`config.mk`:
```
export PLATFORM = sky130hd
export DESIGN_NAME = hazard_ctrl
export DESIGN_NICKNAME = d
export VERILOG_FILES = /design/src/rtl/hazard_ctrl.sv
export SDC_FILE = /design/constraint.sdc
export NUM_CORES = 1
export LEC_CHECK = 0
export CAP_MARGIN = 10
export CORE_MARGIN = 3
export CORE_UTILIZATION = 32
export CTS_CLUSTER_DIAMETER = 150
export DETAILED_ROUTE_END_ITERATION = 6
export MAX_ROUTING_LAYER = met4
export SYNTH_ARGS = -nofsm -noshare
export SYNTH_HDL_FRONTEND = slang
export SYNTH_SLANG_ARGS = --single-unit
```
`constraint.sdc`:
```
create_clock -name clk_i -period 2.1 [get_ports clk_i]
set_clock_uncertainty 0.2 [all_clocks]
set_input_delay 0.525 -clock clk_i [delete_from_list [all_inputs] [get_ports clk_i]]
set_output_delay 0.525 -clock clk_i [all_outputs]
set_load 0.02 [all_outputs]
```
`src/rtl/hazard_ctrl.sv`:
```
// ---------------------------------------------------------------------------
// hazard_ctrl
// Pipeline sequencing controller for the 5-stage core. Decides, every cycle,
// whether the front end advances, holds or squashes, whether a bubble enters
// ID/EX and whether the back end freezes for a slow data-memory access.
//
// Ports
//   clk_i, rst_i      clock; asynchronous active-high reset
//   id_rs1_i/rs2_i    source registers of the instruction in ID
//   id_uses_rs2_i     ID instruction actually reads rs2
//   ex_memread_i      EX instruction is a load
//   ex_rd_i           destination register of the EX instruction
//   branch_taken_i    branch/jump resolved taken in ID
//   imem_ready_i      fetch data valid this cycle
//   mem_req_i         MEM stage data access (held until acked)
//   mem_ack_i         data memory completes the access this cycle
//   pc_we_o           PC loads next value
//   ifid_we_o         IF/ID captures (1) or holds (0)
//   ifid_flush_o      IF/ID loads a NOP when captured
//   idex_bubble_o     zero control fields entering ID/EX
//   freeze_o          hold ID/EX, EX/MEM and MEM/WB
//   stall_cnt_o       saturating count of cycles with pc_we_o=0
//   flush_cnt_o       saturating count of taken-branch flushes
//   err_o             sticky data-memory timeout
// ---------------------------------------------------------------------------
module hazard_ctrl #(
   parameter int CNT_W   = 16,
   parameter int TIMEOUT = 255,
   parameter int TO_W    = 8
) (
   input  logic             clk_i,
   input  logic             rst_i,
   input  logic [4:0]       id_rs1_i,
   input  logic [4:0]       id_rs2_i,
   input  logic             id_uses_rs2_i,
   input  logic             ex_memread_i,
   input  logic [4:0]       ex_rd_i,
   input  logic             branch_taken_i,
   input  logic             imem_ready_i,
   input  logic             mem_req_i,
   input  logic             mem_ack_i,
   output logic             pc_we_o,
   output logic             ifid_we_o,
   output logic             ifid_flush_o,
   output logic             idex_bubble_o,
   output logic             freeze_o,
   output logic [CNT_W-1:0] stall_cnt_o,
   output logic [CNT_W-1:0] flush_cnt_o,
   output logic             err_o
);

   typedef enum logic [0:0] {
      RUN   = 1'b0,
      MWAIT = 1'b1
   } state_e;

   localparam logic [TO_W-1:0]  TO_VAL  = TO_W'(TIMEOUT);
   localparam logic [TO_W-1:0]  TO_ONE  = TO_W'(1);
   localparam logic [CNT_W-1:0] CNT_MAX = {CNT_W{1'b1}};

   state_e           state_q, state_d;
   logic [TO_W-1:0]  wait_cnt_q, wait_cnt_d;
   logic             err_q, err_d;
   logic [CNT_W-1:0] stall_cnt_q, stall_cnt_d;
   logic [CNT_W-1:0] flush_cnt_q, flush_cnt_d;

   logic lu_s;
   logic mstall_s;
   logic pc_we_s, ifid_we_s, ifid_flush_s, idex_bubble_s, freeze_s;
   logic branch_qual_s;

   // Hazard detection: x0 is never a real dependency; rs2 only counts when read.
   always_comb begin
      lu_s     = ex_memread_i & (ex_rd_i != 5'd0) &
                 ((ex_rd_i == id_rs1_i) | (id_uses_rs2_i & (ex_rd_i == id_rs2_i)));
      mstall_s = mem_req_i & ~mem_ack_i;
   end

   // Next-state, wait/timeout tracking, counters and raw control outputs.
   always_comb begin
      state_d       = state_q;
      wait_cnt_d    = wait_cnt_q;
      err_d         = err_q;
      stall_cnt_d   = stall_cnt_q;
      flush_cnt_d   = flush_cnt_q;
      pc_we_s       = 1'b1;
      ifid_we_s     = 1'b1;
      ifid_flush_s  = 1'b0;
      idex_bubble_s = 1'b0;
      freeze_s      = 1'b0;
      branch_qual_s = 1'b0;

      case (state_q)
         RUN: begin
            // Branch operands are only trustworthy when no stall is pending,
            // hence the strict priority order below.
            if (mstall_s) begin
               pc_we_s    = 1'b0;
               ifid_we_s  = 1'b0;
               freeze_s   = 1'b1;
               state_d    = MWAIT;
               wait_cnt_d = TO_ONE;
               if (TO_ONE == TO_VAL) begin
                  err_d = 1'b1;
               end else begin
                  err_d = err_q;
               end
            end else if (lu_s) begin
               pc_we_s       = 1'b0;
               ifid_we_s     = 1'b0;
               idex_bubble_s = 1'b1;
            end else if (branch_taken_i) begin
               ifid_flush_s  = 1'b1;
               branch_qual_s = 1'b1;
            end else if (!imem_ready_i) begin
               pc_we_s      = 1'b0;
               ifid_flush_s = 1'b1;
            end else begin
               pc_we_s = 1'b1;
            end
         end
         MWAIT: begin
            pc_we_s   = 1'b0;
            ifid_we_s = 1'b0;
            if (mem_ack_i) begin
               // Back end consumes the acked data this cycle; front end still holds.
               freeze_s   = 1'b0;
               state_d    = RUN;
               wait_cnt_d = '0;
            end else begin
               freeze_s = 1'b1;
               if (wait_cnt_q != TO_VAL) begin
                  wait_cnt_d = wait_cnt_q + 1'b1;
               end else begin
                  wait_cnt_d = wait_cnt_q;
               end
               if (wait_cnt_d == TO_VAL) begin
                  err_d = 1'b1;
               end else begin
                  err_d = err_q;
               end
            end
         end
         default: begin
            state_d    = RUN;
            wait_cnt_d = '0;
         end
      endcase

      if (!pc_we_s && (stall_cnt_q != CNT_MAX)) begin
         stall_cnt_d = stall_cnt_q + 1'b1;
      end else begin
         stall_cnt_d = stall_cnt_q;
      end
      if (branch_qual_s && (flush_cnt_q != CNT_MAX)) begin
         flush_cnt_d = flush_cnt_q + 1'b1;
      end else begin
         flush_cnt_d = flush_cnt_q;
      end
   end

   // State, wait counter, error flag and statistics registers.
   always_ff @(posedge clk_i or posedge rst_i) begin
      if (rst_i) begin
         state_q     <= RUN;
         wait_cnt_q  <= '0;
         err_q       <= 1'b0;
         stall_cnt_q <= '0;
         flush_cnt_q <= '0;
      end else begin
         state_q     <= state_d;
         wait_cnt_q  <= wait_cnt_d;
         err_q       <= err_d;
         stall_cnt_q <= stall_cnt_d;
         flush_cnt_q <= flush_cnt_d;
      end
   end

   // While reset is held the pipeline is forced to a safe squashing posture.
   always_comb begin
      if (rst_i) begin
         pc_we_o       = 1'b0;
         ifid_we_o     = 1'b1;
         ifid_flush_o  = 1'b1;
         idex_bubble_o = 1'b1;
         freeze_o      = 1'b0;
      end else begin
         pc_we_o       = pc_we_s;
         ifid_we_o     = ifid_we_s;
         ifid_flush_o  = ifid_flush_s;
         idex_bubble_o = idex_bubble_s;
         freeze_o      = freeze_s;
      end
   end

   assign stall_cnt_o = stall_cnt_q;
   assign flush_cnt_o = flush_cnt_q;
   assign err_o       = err_q;

endmodule

```
Yosys cells after proc, flatten, opt, wreduce, memory -nomap -nowiden
Cells that the tools add are included.
- register bits after elaboration: 42
- bits of input ports: 23
- output and inout port bits: 38
- word-level logic and storage cells: 66
- $add $sub $neg: 3
- eq/ne operators: 9
- multiplexer cells: 37
- bitwise operators: 7
- reduce and logical (&&, ||, !) cells: 5
- operators by type and width (kind ; number):
    8-bit 2-to-1 mux ; 5
    16-bit by 1-bit adder with 16-bit output, second input constant ; 2
    16-bit != test, second input constant ; 2
    1-bit 2-to-1 mux ; 28
    8-bit case mux with 2 select lines ; 1
    5-bit equality test ; 2
    8-bit by 1-bit adder with 8-bit output, second input constant ; 1
    8-bit equality test, second input constant ; 1
    8-bit != test, second input constant ; 1
    1-bit case mux with 2 select lines ; 3
    5-bit nonzero test ; 1
    1-bit AND ; 4
    2-bit != test, second input constant ; 2
    3-bit AND reduction ; 1
    1-bit logical AND ; 2
    2-bit by 1-bit != test with 1-bit output, second input constant ; 1
    1-bit inverter ; 2
    1-bit zero test ; 1
    1-bit OR ; 1

Longest topological paths before layout
Gate-level depths: netlist (run 1).
- word-level depth: 9
- gate-level depth with buffers: 8
- gate-level depth less buffers: 7

Worst setup path before layout (run 1)
OpenSTA, ideal clock, no wires.
- kind: input to output
- start point: input rst_i
- end point: output ifid_flush_o
- arrival time: 2.008 ns
- data required time: 1.375 ns
- path slack: -0.633 ns
- stages: 2
- path buffers: 0
- cell sequence: inv_1 > o21ai_0
- cells in the longest elaborated chain, start to end: 1
- ends and longest elaborated chain (item ; line ; source):
    from (decl) ; 32 ; input logic rst_i,
    1-bit 2-to-1 mux ; 181 ; if (rst_i) begin
    to (decl) ; 44 ; output logic ifid_flush_o,
No other way between the ends.

Worst setup path after layout (run 1)
- start point: input id_rs2_i[3]
- end point: output ifid_we_o
- cells in the longest elaborated chain, start to end: 8
- ends and longest elaborated chain (item ; line ; source):
    from (decl) ; 34 ; input logic [4:0] id_rs2_i,
    5-bit equality test ; 75 ; ((ex_rd_i == id_rs1_i) | (id_uses_rs2_i & (ex_rd_i == id_rs2_i)));
    1-bit AND ; 75 ;
    1-bit OR ; 75 ;
    1-bit AND ; 74 ; lu_s = ex_memread_i & (ex_rd_i != 5'd0) &
    1-bit 2-to-1 mux ; 108 ; end else if (lu_s) begin
    1-bit 2-to-1 mux ; 97 ; if (mstall_s) begin
    1-bit case mux with 2 select lines ; 93 ; case (state_q)
    1-bit 2-to-1 mux ; 181 ;
    to (decl) ; 43 ; output logic ifid_we_o,
No other way between the ends.

==> results.yml, run 1 <==
cells_and_area:
  layout_common_cells: "buf_4 (48), dfrtp_1 (39), xor2_1 (32)"
  nNetsFinal: 388
  final_area_um2: 3980
  layout_commonest_cell: "buf_4"
  post-route-util_pct: 56.7
  drive_above_1_share_pct: 35.8
  areaGrowthSynthToFinish_pct: 67.1
  fin_cells: 459
  diodes: 0
status:
  failed_checks: "setup timing"
  status: "complete, but fails checks"
pwr:
  ir_drop_uv: 564
  p_leak_uw: 0.00195
  p_per_area_nw_per_um2: 755
  clockPowerShare_pct: 21.5
  p_sw_uw: 1120
  p_int_uw: 1880
  p_sw_share_pct: 37.4
  seqPwrFrac_pct: 37.6
  combPwrFrac_pct: 41.0
clocking:
  cts_tree: "built"
  clkTransAtPathRegs_ns: 0.08
  cts_made_buffers: 5
  clock_latency_ns: 0.30
  cts-root-buf: "clkbuf_8"
  clockBufferDepth: 2
  h-tree-depth: 2
  cts_sinks: 42
setup_path:
  crit_type: "input port to output port"
  cp.arrival_ns: 1.73
  crit_path_start_kind: "input port"
  slowest_delay_ns: 0.26
  worstSetupEndpointType: "output port"
  worst_ep_required_time_ns: 1.37
  crit_fanout: 4
  cp_cell_sequence: "clkdlybuf4s15_2, xnor2_2, nand4_1, a2bb2oi_4, o21ai_4, nand2_2, buf_6"
  critical_path.slowest_cell: "o21ai_4"
routing:
  drc: 0
  finalWirelength_um: 6700
  postRouteAntennaNets: 0
  viasPerCell: 4.93
  vias: 2262
  drt_first_pass_iters: 4
  wire_per_inst_um: 14.6
  drt_iter0_markers: 106
synthesis:
  synth_seq_cells: 42
  synth_fp_nets: 272
  yosysUniqueCellTypes: 42
  synth_top_cells_by_area: "dfrtp_1 (44%), xor2_1 (12%), nor2_1 (3.9%), nand3_1 (3.4%), nor3_1 (3.4%)"
  ys_seq_area_share_pct: 44.1
  syn_inst: 246
  synth_top_cell_by_area: "dfrtp_1"
  netlist.area_leader.share_pct: 44.1
  avgSynthCellArea_um2: 9.69
  yosys_warnings: 0
  syn-cell-area_um2: 2380
floorplan:
  die_w_um: 92.3
  fp.dieH_um: 92.3
  rows: 30
  core_um2: 7020
  pin_count: 61
  initial_utilization_pct: 34.0
  die_area_um2: 8520
sta:
  finalMaxSlewViolations: 0
  clock.fmax_mhz: 407
  slew_headroom_pct: 58.7
  rsz0062_at_grt: "yes"
  timing.setup.tns_ns: -4.14
  final_hold_viol_count: 0
  fin_crit_sh_pct: 117
  setup_ws_ns: -0.354
  finalCriticalPeriod_ns: 2.45
  worstMarginPinSlew_ns: 0.617
  setup_violations: 35
global_routing:
  grt_max_degree: 31
  grt_pass1_wl_um: 11400
  grt-ovfl-total: 0
  grtUsageTotal_pct: 17.1
  antenna_found_initial: 0
  grt_pass1_vias: 2266
placement:
  hpwl_um: 4590
  place.port_buffers: 60
  placed_area_um2: 3500
  place.gp.congestion: 0.834
  placed_cells: 441
flow_run:
  maxCapViolCount: 0
worst_hold_path:
  hold_class: "flop to flop"
[path summary, 6_finish.rpt]
check | start | to | slack (ns) | cells past startpoint
setup / recovery | id_rs2_i[3] | ifid_we_o | -0.35 | 7
hold / removal | err_o$_DFFE_PP0P_ | err_o$_DFFE_PP0P_ | 0.29 | 1
setup reg to reg | stall_cnt_o[10]$_DFFE_PP0P_ | stall_cnt_o[11]$_DFFE_PP0P_ | 0.01 | 6
hold reg to reg | err_o$_DFFE_PP0P_ | err_o$_DFFE_PP0P_ | 0.29 | 1
max in group asynchronous | rst_i | state_q$_DFF_PP0_ | 0.96 | 3
min in group asynchronous | rst_i | stall_cnt_o[10]$_DFFE_PP0P_ | 0.33 | 3
[worst max-delay path, delay by kind of cell]
| family | cells | cell delay, ns |
|---|---|---|
| simple gates | 2 | 0.26 |
| compound gates | 2 | 0.46 |
| xor+xnor | 1 | 0.14 |
| buf+inv | 2 | 0.34 |
[metal layers]
layer | up-vias | part of all wire (%) | GRT usage (%)
met5 | - | 0 | -
met4 | 0 | 0.85 | 4.46
met3 | 6 | 3.1 | 4.06
met2 | 39 | 53 | 26.5
met1 | 1107 | 43 | 22.5
li1 | 1110 | - | -
[state kept, by name, indices dropped and copies added, names as in the netlist]
register and count:
flush_cnt_o 16, stall_cnt_o 16, wait_cnt_q 8, err_o 1, state_q 1
[power by group through the flow]
| stage | clock network (uW) | registers, uW | logic (uW) |
|---|---|---|---|
| 2_1_floorplan | 0 | 1330 | 422 |
| 3_3_place_gp | 0 | 1140 | 1190 |
| 3_5_place_dp | 0 | 1150 | 1200 |
| 4_1_cts | 657 | 1130 | 1190 |
| 5_1_grt | 699 | 1170 | 1330 |
| 6_report | 645 | 1130 | 1230 |
[layout make-up]
type	count	area, um2
Clock buffer	7	76.3
Clock inverter	1	30.0
Fill cell	626	3040
Inverter	7	30.0
Multi-Input combinational cell	191	1650
Sequential cell	42	1050
Tap cell	96	120
Timing Repair Buffer	115	1020
[repair_timing]
| item | 4_1_cts | 5_1_grt |
|---|---|---|
| pin swaps | 21 | 16 |
| setup buffers | 5 | 6 |
| gates resized for setup | 125 | 37 |
| setup endpoints to repair | 55 | 45 |
| cloned | 1 | 0 |
| hold buffers | 0 | 0 |
[synth_stat cells, drive strengths merged]
cell,n
a32oi,1
nand3,16
mux2i,1
and3,3
a211oi,1
nor3,16
mux2,2
a31o,1
clkbuf,3
nand4b,1
nand2,17
o41ai,4
a21bo,1
nand2b,1
xnor2,7
dfrtp,42
nand3b,2
o211ai,1
buf,4
inv,7
a21oi,6
and4,2
a2bb2oi,1
ha,3
or4,1
nor2b,4
and2,1
and2b,1
a21o,1
nor4,11
xor2,34
nor2,26
a41o,1
a31oi,3
o21ai,11
nand4,9
[cells by family (layout without fill, tap and decap cells)]
kind of cell             count (synthesis)  in the layout  synth area share [%]
multiplexers                             3              3                  1.36
buffers and inverters                   14            130                  2.78
AO/OA/AOI/OAI                           32             33                  10.2
AND/OR/NAND/NOR                        111            111                  24.9
flip-flops                              42             42                  44.1
adder cells (fa/ha/maj)                  3              3                  1.57
XOR/XNOR                                41             41                  15.1
[stage by stage]
stage	hold slack, ns	setup WS [ns]	power [uW]
after floorplan	0.269	-0.331	1750
after global placement	0.254	-1.20	2330
after detailed placement	0.279	-1.22	2350
after CTS	0.296	-0.383	2980
after global routing	0.319	-0.422	3200
final	0.288	-0.354	3010
No activity file was read; power rests on OpenSTA's default activity.
==> run 2, diff against run 1 <==
--- a/config.mk
+++ b/config.mk
@@ -10,7 +10,6 @@
 export CORE_UTILIZATION = 32
 export CTS_CLUSTER_DIAMETER = 150
 export DETAILED_ROUTE_END_ITERATION = 6
-export MAX_ROUTING_LAYER = met4
 export SYNTH_ARGS = -nofsm -noshare
 export SYNTH_HDL_FRONTEND = slang
 export SYNTH_SLANG_ARGS = --single-unit
==> results.yml, run 2 (synthesis results as in run 1) <==
cells_and_area:
  diodes: 0
  layout_common_cells: "buf_4 (49), dfrtp_1 (39), xor2_1 (32)"
  nFillCells: 625
  fin_cells: 459
  drive_above_1_share_pct: 35.8
  nNetsFinal: 388
  areaGrowthSynthToFinish_pct: 67.3
  layout_commonest_cell: "buf_4"
setup_path:
  rrSetupSlack_ns: 0.01
  cp.arrival_ns: 1.73
  worst_ep_required_time_ns: 1.37
  rr_endpoint: "stall_cnt_o[11]$_DFFE_PP0P_"
  crit_fanout: 4
  r2r_start: "stall_cnt_o[10]$_DFFE_PP0P_"
  worstSetupEndpointType: "output port"
  crit_path_start_kind: "input port"
  worstRegToRegCells: 6
  crit_type: "input port to output port"
floorplan:
  die_area_um2: 8520
  core_um2: 7020
  initial_utilization_pct: 34.0
  rows: 30
  die_w_um: 92.3
  fp.dieH_um: 92.3
  pin_count: 61
clocking:
  h-tree-depth: 2
  clkTransAtPathRegs_ns: 0.08
  cts_sinks: 42
  cts-root-buf: "clkbuf_8"
  clockBufferDepth: 2
  clock_latency_ns: 0.30
  cts_made_buffers: 5
  cts_tree: "built"
global_routing:
  grtUsageTotal_pct: 16.7
  antenna_found_initial: 0
  grt_pass1_vias: 2263
  grt-ovfl-total: 0
  grt_pass1_wl_um: 11400
  grt_max_degree: 31
worst_hold_path:
  min_from: "err_o$_DFFE_PP0P_"
  hold_class: "flop to flop"
  hold_depth: 1
  hold_end: "err_o$_DFFE_PP0P_"
sta:
  slew_headroom_pct: 59.3
  finalCriticalPeriod_ns: 2.45
  setup_violations: 35
  clock.fmax_mhz: 407
  fin_crit_sh_pct: 117
  rsz0062_at_grt: "yes"
  timing.setup.tns_ns: -4.17
  worstMarginPinSlew_ns: 0.610
  setup_ws_ns: -0.354
  finalMaxSlewViolations: 0
  final_hold_viol_count: 0
routing:
  drt_iter0_markers: 104
  viasPerCell: 4.92
  finalWirelength_um: 6690
  vias: 2259
  drt_first_pass_iters: 5
  postRouteAntennaNets: 0
  wire_per_inst_um: 14.6
  drc: 0
pwr:
  clockPowerShare_pct: 21.4
  p_sw_uw: 1120
  combPwrFrac_pct: 41.0
  p_int_uw: 1880
  seqPwrFrac_pct: 37.6
  p_per_area_nw_per_um2: 754
  ir_drop_uv: 564
  p_sw_share_pct: 37.4
  p_leak_uw: 0.00197
  power.total_uw: 3010
flow_run:
  maxCapViolCount: 0
placement:
  hpwl_um: 4590
  place.port_buffers: 60
  place.gp.congestion: 0.822
  placed_cells: 441
status:
  failed_checks: "setup timing"
  status: "complete, but fails checks"
-- run 2: power groups by stage --
stage / sequential (uW) / combinational [uW] / clock, uW
CTS: 1130 / 1190 / 657
global placement: 1140 / 1190 / 0
detailed placement: 1150 / 1200 / 0
global route: 1170 / 1330 / 701
finish: 1130 / 1230 / 644
floorplan: 1330 / 422 / 0
-- run 2: timing repair --
action,in CTS,in global routing
pin swaps,21,16
cloned,1,0
setup buffers,5,6
hold buffers,0,0
resized for setup,125,39
endpoints found under the setup margin,55,45
-- run 2: routing by layer --
| layer | vias up | track usage (%) | routed length, um |
|---|---|---|---|
| li1 | 1114 | - | - |
| met4 | 0 | 4.46 | 64 |
| met1 | 1105 | 22.5 | 2900 |
| met5 | - | 0 | 0 |
| met3 | 5 | 4.39 | 220 |
| met2 | 35 | 26.5 | 3510 |
-- run 2: worst max-delay path by stage --
stage	from	cells past startpoint	slack (ns)	to
floorplan	ex_rd_i[1]	5	-0.33	pc_we_o
global placement	ex_rd_i[2]	6	-1.20	ifid_flush_o
detailed placement	ex_rd_i[2]	6	-1.22	ifid_flush_o
CTS	ex_rd_i[3]	6	-0.38	ifid_flush_o
global route	ex_rd_i[2]	8	-0.42	ifid_we_o
finish	id_rs2_i[3]	7	-0.35	ifid_we_o
-- run 2: worst max-delay path, cell delays in order --
cell             delay (ns)
clkdlybuf4s15_2        0.20
xnor2_2                0.14
nand4_1                0.17
a2bb2oi_4              0.20
o21ai_4                0.26
nand2_2                0.09
buf_6                  0.14
-- run 2: layout make-up --
class                   count  area, um2  area share, %
flip-flops and latches     42       1050           26.5
multi-input cells         191       1650           41.3
well taps                  96        120           3.01
inverters                   7       30.0          0.753
clock inverters             1       30.0          0.753
clock buffers               7       76.3           1.91
repair buffers            115       1030           25.8
-- run 2: per-stage QoR --
step           hold slack (ns)  setup slack (ns)  utilization (%)  cell area (um2)
2_1_floorplan            0.269            -0.331                -             2490
3_3_place_gp             0.254             -1.20             49.9             3500
3_5_place_dp             0.279             -1.22             49.9             3500
4_1_cts                  0.296            -0.383             54.0             3790
5_1_grt                  0.319            -0.422             56.8             3990
6_report                 0.288            -0.354             56.8             3990
